===== src/rtl/gpio_y_sequencer.sv =====
// Fabric-side Y pin controller: synchronizes and debounces a 2-bit MSS GPIO
// command and drives Y as steady high, steady low, blink or a one-shot low pulse.
module gpio_y_sequencer #(
  parameter int unsigned TICK_DIV     = 50000,
  parameter int unsigned STABLE_TICKS = 4,
  parameter int unsigned BLINK_HALF   = 250,
  parameter int unsigned PULSE_LEN    = 100
) (
  input  logic       FAB_CCC_GL0,
  input  logic       FAB_RESET_N,
  input  logic       FAB_CCC_LOCK,
  input  logic       GPIO_0_M2F,
  input  logic       GPIO_1_M2F,
  output logic       Y,
  output logic       BUSY,
  output logic       CMD_ACK,
  output logic [2:0] STATE
);

  localparam int unsigned PW = $clog2(TICK_DIV + 1);
  localparam int unsigned SW = $clog2(STABLE_TICKS + 1);
  localparam int unsigned BW = $clog2(BLINK_HALF + 1);
  localparam int unsigned LW = $clog2(PULSE_LEN + 1);

  localparam logic [PW-1:0] PRESC_MAX  = PW'(TICK_DIV - 1);
  localparam logic [SW-1:0] STABLE_MAX = SW'(STABLE_TICKS);
  localparam logic [BW-1:0] BLINK_MAX  = BW'(BLINK_HALF - 1);
  localparam logic [LW-1:0] PULSE_MAX  = LW'(PULSE_LEN);

  typedef enum logic [2:0] {
    S_WAIT_LOCK = 3'd0,
    S_IDLE      = 3'd1,
    S_LOW       = 3'd2,
    S_BLINK     = 3'd3,
    S_PULSE     = 3'd4
  } state_t;

  logic [1:0]    gpio_s1, gpio_s2;
  logic          lock_s1, lock_s2;
  logic [PW-1:0] presc;
  logic          tick;
  logic [1:0]    candidate, debounced, accepted, accepted_n;
  logic [SW-1:0] stable_cnt;
  logic [BW-1:0] blink_cnt, blink_cnt_n;
  logic [LW-1:0] pulse_cnt, pulse_cnt_n;
  state_t        state, state_n;
  logic          y_n, busy_n, ack_n;

  always_ff @(posedge FAB_CCC_GL0 or negedge FAB_RESET_N) begin
    if (!FAB_RESET_N) begin
      gpio_s1 <= '0;
      gpio_s2 <= '0;
      lock_s1 <= 1'b0;
      lock_s2 <= 1'b0;
    end else begin
      gpio_s1 <= {GPIO_1_M2F, GPIO_0_M2F};
      gpio_s2 <= gpio_s1;
      lock_s1 <= FAB_CCC_LOCK;
      lock_s2 <= lock_s1;
    end
  end

  assign tick = (presc == PRESC_MAX);

  always_ff @(posedge FAB_CCC_GL0 or negedge FAB_RESET_N) begin
    if (!FAB_RESET_N) begin
      presc <= '0;
    end else if (tick) begin
      presc <= '0;
    end else begin
      presc <= presc + PW'(1);
    end
  end

  // A code change always restarts the stability count, even on a tick cycle.
  always_ff @(posedge FAB_CCC_GL0 or negedge FAB_RESET_N) begin
    if (!FAB_RESET_N) begin
      candidate  <= '0;
      stable_cnt <= '0;
      debounced  <= '0;
    end else begin
      if (gpio_s2 != candidate) begin
        candidate  <= gpio_s2;
        stable_cnt <= '0;
      end else if (tick && stable_cnt != STABLE_MAX) begin
        stable_cnt <= stable_cnt + SW'(1);
      end
      if (stable_cnt == STABLE_MAX) begin
        debounced <= candidate;
      end
    end
  end

  always_ff @(posedge FAB_CCC_GL0 or negedge FAB_RESET_N) begin
    if (!FAB_RESET_N) begin
      state     <= S_WAIT_LOCK;
      Y         <= 1'b1;
      BUSY      <= 1'b0;
      CMD_ACK   <= 1'b0;
      accepted  <= '0;
      blink_cnt <= '0;
      pulse_cnt <= '0;
    end else begin
      state     <= state_n;
      Y         <= y_n;
      BUSY      <= busy_n;
      CMD_ACK   <= ack_n;
      accepted  <= accepted_n;
      blink_cnt <= blink_cnt_n;
      pulse_cnt <= pulse_cnt_n;
    end
  end

  always_comb begin
    state_n     = state;
    y_n         = Y;
    ack_n       = 1'b0;
    accepted_n  = accepted;
    blink_cnt_n = blink_cnt;
    pulse_cnt_n = pulse_cnt;
    if (!lock_s2) begin
      state_n     = S_WAIT_LOCK;
      y_n         = 1'b1;
      accepted_n  = '0;
      blink_cnt_n = '0;
      pulse_cnt_n = '0;
    end else begin
      case (state)
        S_WAIT_LOCK: begin
          state_n = S_IDLE;
          y_n     = 1'b1;
        end
        S_IDLE, S_LOW, S_BLINK: begin
          if (debounced != accepted) begin
            accepted_n  = debounced;
            ack_n       = 1'b1;
            blink_cnt_n = '0;
            pulse_cnt_n = '0;
            case (debounced)
              2'b00: begin state_n = S_IDLE;  y_n = 1'b1; end
              2'b01: begin state_n = S_LOW;   y_n = 1'b0; end
              2'b10: begin state_n = S_BLINK; y_n = 1'b0; end
              2'b11: begin state_n = S_PULSE; y_n = 1'b0; end
            endcase
          end else if (state == S_BLINK && tick) begin
            if (blink_cnt == BLINK_MAX) begin
              y_n         = ~Y;
              blink_cnt_n = '0;
            end else begin
              blink_cnt_n = blink_cnt + BW'(1);
            end
          end
        end
        S_PULSE: begin
          // The first tick after entry only starts the count, so the low time
          // is never shorter than PULSE_LEN full tick periods.
          if (tick) begin
            if (pulse_cnt == PULSE_MAX) begin
              state_n     = S_IDLE;
              y_n         = 1'b1;
              pulse_cnt_n = '0;
            end else begin
              pulse_cnt_n = pulse_cnt + LW'(1);
            end
          end
        end
        default: begin
          state_n = S_WAIT_LOCK;
          y_n     = 1'b1;
        end
      endcase
    end
    busy_n = (state_n == S_PULSE);
  end

  assign STATE = state;

endmodule

===== config.mk =====
export PLATFORM = sky130hd
export DESIGN_NAME = gpio_y_sequencer
export DESIGN_NICKNAME = d
export VERILOG_FILES = /design/src/rtl/gpio_y_sequencer.sv
export SDC_FILE = /design/constraint.sdc
export NUM_CORES = 1
export LEC_CHECK = 0
export BUFFER_PORTS_ARGS = -buffer_cell sky130_fd_sc_hd__clkbuf_2
export CAP_MARGIN = 20
export CORE_ASPECT_RATIO = 0.6
export CORE_UTILIZATION = 55
export DETAILED_ROUTE_END_ITERATION = 12
export GPL_ROUTABILITY_DRIVEN = 0
export PLACE_DENSITY = 0.83
export SYNTH_ARGS = -nofsm -noshare
export SYNTH_HDL_FRONTEND = slang
export SYNTH_SLANG_ARGS = --single-unit

===== constraint.sdc =====
create_clock -name FAB_CCC_GL0 -period 2.04 [get_ports FAB_CCC_GL0]
set_clock_uncertainty 0.1 [all_clocks]
set_input_delay 0.408 -clock FAB_CCC_GL0 [delete_from_list [all_inputs] [get_ports FAB_CCC_GL0]]
set_output_delay 0.408 -clock FAB_CCC_GL0 [all_outputs]
set_load 0.005 [all_outputs]

==> impl_metrics.yaml, run 1 <==
power_and_ir_drop:
  power_leakage_nw: 1.331
  power.density_mw_per_mm2: 602.6
  p_sw_share_pct: 21.46
  seqPwrFrac_pct: 57.7
  power_frac_clock_pct: 38.7
  p_int_mw: 1.425
  pwr-share-comb_pct: 3.7
  netSwitchingPower_uw: 389.3
  vdd_drop_max_v: 0.0004489
synth:
  synth_area_mm2: 0.002562
  syn_avg_cell_area_um2: 10.09
  synthAdderAreaFrac_pct: 4.883
  synthMuxAreaShare_pct: 1.270
  dominantRegCellSynth: "dfrtp_1"
  synthTopCellsByArea: "dfrtp_1 (50%), ha_1 (4.9%), o21ai_0 (3.7%), xnor2_1 (3.4%), nand2_1 (3.4%)"
  synth_cells: 254
  yosys.area_share.simple_pct: 22.02
  synth_top_family_by_area: "simple AND/OR/NAND/NOR gates"
  syn_nets: 269
  synth_top_area_share_pct: 49.80
  yosysUniqueCellTypes: 50
  synth_xor_area_share_pct: 5.811
  yosys_warnings: 0
  yosysTopAreaCell: "dfrtp_1"
  async_flop_share_pct: 100.0
  yosysSeqAreaShare_pct: 50.83
  synth_compound_area_share_pct: 11.77
  synth_seq_cells: 52
  synth_edf_count: 0
hold_path:
  min_path_type: "input port to flip-flop"
  min-delay-start: "GPIO_0_M2F"
  holdPathEnd: "gpio_s1[0]$_DFF_PN0_"
  hold_depth: 1
placement:
  dp_hpwl_um: 3800
  dp.cells: 339
  portBuffers: 10
  preCtsSetupSlack_ps: -1.412
floorplanning:
  start_util_pct: 59.88
  fp-row-count: 18
  core_mm2: 0.004279
  dieArea_mm2: 0.004945
  die_w_um: 90.12
  num_io_pins: 11
  die-height_um: 54.87
layout:
  final_nets: 306
  drive_gt1_share_pct: 20.55
  antenna_cells: 0
  final_common_cell: "dfrtp_1"
  area_delta_synth_final_pct: 17.48
  final_cell_mix: "dfrtp_1 (51), buf_4 (26), nor2_1 (23), nand2_1 (23), o21ai_0 (17)"
  fillers: 338
  fin_cells: 352
worst_setup_path:
  r2r_start: "presc[5]$_DFF_PN0_"
  crit_chain: "nor4b_2 > nand4b_1 > a2bb2oi_4 > or4_1 > a21oi_1"
  cp.arrival_ps: 2120
  crit_family: "simple AND/OR/NAND/NOR gates"
  critical-path-max-stage-delay_ps: 500
  crit_type: "flip-flop to flip-flop"
  reg2regPathDepth: 5
  crit_slowest_cell: "or4_1"
  crit_fanout: 6
  cp_data_required_time_ps: 2180
  worst_setup_path_end_kind: "flip-flop"
  reg2reg_slack_ps: 60
  start_kind: "flip-flop"
  critPathBufInv: 0
  rr_endpoint: "blink_cnt[5]$_DFFE_PN0P_"
  path_depth: 5
routing:
  vias: 1917
  wire_per_inst_um: 14.75
  drt_iter0_drc: 176
  drc: 0
  ant_nets: 0
  vias_per_cell: 5.446
  routed_wl_um: 5193
  drt-pass1-iter-count: 4
sta:
  slew_violations: 0
  fmax_mhz: 504.5
  timing.final.crit_share_pct: 97.17
  period_needed_ps: 1982
  tns_ps: 0
  max_slew_margin_pct: 62.64
  tightestPinTransition_ps: 554.6
  hold_viol: 0
  rsz0062_at_grt: "yes"
  layout_setup_ws_ps: 57.76
  setup_viol: 0
clock_network:
  cts_tree: "yes"
  clock_path_buffers: 2
  clockRootBuffer: "clkbuf_8"
  worstSkewPairLatency_ps: 310
  htree_num_levels: 2
  cts_buffers: 5
  cts.sinks: 52
  clkSlewWorstSetupHoldPaths_ps: 90
grt:
  grt-ovfl-total: 0
  grt_pass1_vias: 1782
  grt_max_degree: 32
  grt_pass1_wl_um: 8549
  grt_util_all_layers_pct: 23.18
  antenna_found_initial: 0
run_status:
  outcome: "complete, no violations"
run:
  maxCapViolCount: 0
## power groups by stage
| stage | clock, mW | sequential [mW] | combinational [mW] |
|---|---|---|---|
| CTS | 0.718 | 1.05 | 0.0667 |
| detailed placement | 0 | 1.07 | 0.0648 |
| global route | 0.761 | 1.05 | 0.0762 |
| finish | 0.701 | 1.05 | 0.0670 |
| global placement | 0 | 1.07 | 0.0641 |
| floorplan | 0 | 1.07 | 0.0254 |
## area by class of cell
cell class                      instances  area (µm²)  share of cell area (%)
Clock inverter                          3       42.54                   1.413
Clock buffer                            5       68.82                   2.286
Timing Repair Buffer                   37       255.2                   8.479
Sequential cell                        52        1303                   43.27
Tap cell                               60       75.07                   2.494
Inverter                               15       56.30                   1.870
Multi-Input combinational cell        180        1210                   40.19
## per-stage QoR
step | total power, mW | area [µm²] | utilization [%] | hold slack, ps
after CTS | 1.831 | 2949 | 68.92 | 98.50
after global routing | 1.885 | 3010 | 70.35 | 86.59
final | 1.814 | 3010 | 70.35 | 105.0
after detailed placement | 1.131 | 2821 | 65.94 | 237.3
after global placement | 1.130 | 2821 | 65.94 | 237.1
after floorplan | 1.091 | 2562 | - | 12.41
## synthesized netlist by cell type, drive strengths merged (4+ instances only)
master	number
inv	15
nor2	23
or3	5
ha	10
dfrtp	51
o31ai	5
a21oi	9
nand3	14
nand4	4
xnor2	10
nand2	23
buf	4
o21ai	19
nor3	5
xor2	7
## timing repair
| action | in CTS | in global routing |
|---|---|---|
| gates resized for setup | 1 | 8 |
| hold endpoints to repair | 20 | 0 |
| setup endpoints to repair | 4 | 5 |
| hold buffers | 1 | 0 |
| buffers inserted | 0 | 4 |
| pin swaps | 0 | 7 |
## sequential cells by signal, indices dropped and copies added (netlist names), 2 cells and up
signal,cells
debounced,2
accepted,2
gpio_s2,2
STATE,3
gpio_s1,2
stable_cnt,3
pulse_cnt,7
blink_cnt,8
presc,16
candidate,2
## worst max-delay path by stage
stage,end,slack [ps],start
2_1_floorplan,pulse_cnt[3]$_DFFE_PN0P_,130,pulse_cnt[0]$_DFFE_PN0P_
3_3_place_gp,blink_cnt[5]$_DFFE_PN0P_,60,presc[13]$_DFF_PN0_
3_5_place_dp,blink_cnt[1]$_DFFE_PN0P_,-1,presc[0]$_DFF_PN0_
4_1_cts,blink_cnt[5]$_DFFE_PN0P_,30,presc[0]$_DFF_PN0_
5_1_grt,blink_cnt[6]$_DFFE_PN0P_,-5,presc[5]$_DFF_PN0_
6_report,blink_cnt[5]$_DFFE_PN0P_,60,presc[5]$_DFF_PN0_
## metal layers
layer	vias to the layer above	track usage [%]	part of all wire, %	wire [µm]
met5	-	0	0	0
met4	0	6.452	1.4	72
met3	10	7.083	5.3	274
met2	46	33.33	41	2111
met1	892	33.77	53	2735
li1	969	-	-	-
## cells by family after synthesis
family,Yosys count
and+or+nand+nor,103
DFF,52
AOI/OAI and AO/OA,47
buffers and inverters,22
xor gates and xnor gates,17
adders and majority gates,10
muxes,3
No activity file was read; power rests on OpenSTA's default activity.
==> run 2: changes to the inputs <==
MAX_ROUTING_LAYER = met4   (was default)
==> impl_metrics.yaml, run 2 (synthesis gave the netlist of run 1 again) <==
run_status:
  outcome: "finished, violations left"
  violations: "negative setup slack"
worst_setup_path:
  crit_type: "flip-flop to flip-flop"
  crit_family: "simple AND/OR/NAND/NOR gates"
  crit_chain: "nand3b_1 > nor4_1 > a21oi_1 > o21ai_0 > buf_4 > a21oi_1"
  crit_fanout: 6
  cp_data_required_time_ps: 2130
  crit_top_cell: "a21oi_1"
  crit_slowest_cell: "nor4_1"
  critical-path-max-stage-delay_ps: 560
  start_kind: "flip-flop"
  reg2reg_slack_ps: -40
  cp.arrival_ps: 2160
  worst_setup_path_end_kind: "flip-flop"
  critPathBufInv: 1
clock_network:
  htree_num_levels: 2
  cts_buffers: 5
  clkSlewWorstSetupHoldPaths_ps: 90
  cts.sinks: 52
  worstSkewPairLatency_ps: 310
  cts_tree: "yes"
  clockRootBuffer: "clkbuf_8"
  clock_path_buffers: 2
grt:
  grt_pass1_wl_um: 8576
  grt_util_all_layers_pct: 23.95
  antenna_found_initial: 0
  grt_max_degree: 32
  grt_pass1_vias: 1771
  grt-ovfl-total: 0
sta:
  tightestPinTransition_ps: 639.4
  fmax_mhz: 481.6
  hold_viol: 0
  max_slew_margin_pct: 56.92
  layout_setup_ws_ps: -36.20
  setup_viol: 3
  timing.final.crit_share_pct: 101.8
  slew_violations: 0
  tns_ps: -51.57
  period_needed_ps: 2076
floorplanning:
  die-height_um: 54.87
  die_w_um: 90.12
  core_mm2: 0.004279
  dieArea_mm2: 0.004945
  num_io_pins: 11
  start_util_pct: 59.88
  fp-row-count: 18
layout:
  regMostFlops: "presc"
  drive_gt1_share_pct: 20.89
  top_regs: "presc: 16 flops, blink_cnt: 8 flops, pulse_cnt: 7 flops"
  ff_latch_area_mm2: 0.001303
  fin_cells: 352
  area_delta_synth_final_pct: 17.97
  final_common_cell: "dfrtp_1"
  final_nets: 306
  fillers: 336
  multiInputGateArea_mm2: 0.001222
  antenna_cells: 0
  final_cell_mix: "dfrtp_1 (51), buf_4 (26), nor2_1 (23), nand2_1 (23), o21ai_0 (17)"
  largest_reg_flops: 16
power_and_ir_drop:
  power.density_mw_per_mm2: 602.0
  vdd_drop_max_v: 0.0004492
  power_leakage_nw: 1.333
routing:
  drt_iter0_drc: 209
  vias_per_cell: 5.568
  drt-pass1-iter-count: 5
  vias: 1960
  routed_wl_um: 5314
  drc: 0
  wire_per_inst_um: 15.10
  ant_nets: 0
run:
  maxCapViolCount: 0
placement:
  dp.cells: 339
  dp_hpwl_um: 3800
  portBuffers: 10
hold_path:
  min_path_type: "input port to flip-flop"
==> run 2: metrics by stage <==
step	area, µm²	hold slack (ps)	power [mW]	utilization (%)	setup WS (ps)
after detailed placement	2821	237.3	1.131	65.94	-1.412
after global routing	3023	86.58	1.889	70.64	-88.16
final	3023	101.3	1.820	70.64	-36.20
after floorplan	2562	12.41	1.091	-	131.9
after CTS	2949	98.50	1.831	68.92	27.80
after global placement	2821	237.1	1.130	65.94	63.91
==> run 2: metal layers <==
| layer | GRT usage (%) | up-vias | routed length, µm |
|---|---|---|---|
| li1 | - | 971 | - |
| met1 | 33.95 | 912 | 2687 |
| met2 | 33.21 | 69 | 2186 |
| met3 | 7.083 | 8 | 365 |
| met4 | 6.452 | 0 | 74 |
| met5 | - | - | 0 |
==> run 2: worst paths after layout <==
path	start	cells past startpoint	endpoint
hold reg to reg	gpio_s1[0]$_DFF_PN0_	0	gpio_s2[0]$_DFF_PN0_
setup / recovery	STATE[2]$_DFF_PN0_	6	blink_cnt[2]$_DFFE_PN0P_
min in group asynchronous	FAB_RESET_N	3	pulse_cnt[1]$_DFFE_PN0P_
hold / removal	FAB_CCC_LOCK	1	lock_s1$_DFF_PN0_
setup reg to reg	STATE[2]$_DFF_PN0_	6	blink_cnt[2]$_DFFE_PN0P_
max in group asynchronous	FAB_RESET_N	3	blink_cnt[4]$_DFFE_PN0P_
==> run 2: timing repair <==
item                                    in CTS  in global routing
pin swaps                                    0                  8
resized for setup                            1                 10
endpoints found under the setup margin       4                  5
hold endpoints to repair                    20                  0
cloned                                       0                  0
hold buffers                                 1                  0
setup buffers                                0                  4
==> run 2: layout make-up <==
class	instances	area share, %
repair buffers	37	8.444
inverters	15	1.863
clock inverters	3	1.407
multi-input cells	180	40.44
flip-flops and latches	52	43.09
well taps	60	2.483
clock buffers	5	2.276
==> run 2: power breakdown <==
group,leakage [nW],internal (mW),switching [mW]
registers,0.689,1.04,0.00655
logic,0.590,0.0232,0.0455
clock network,0.0541,0.363,0.342
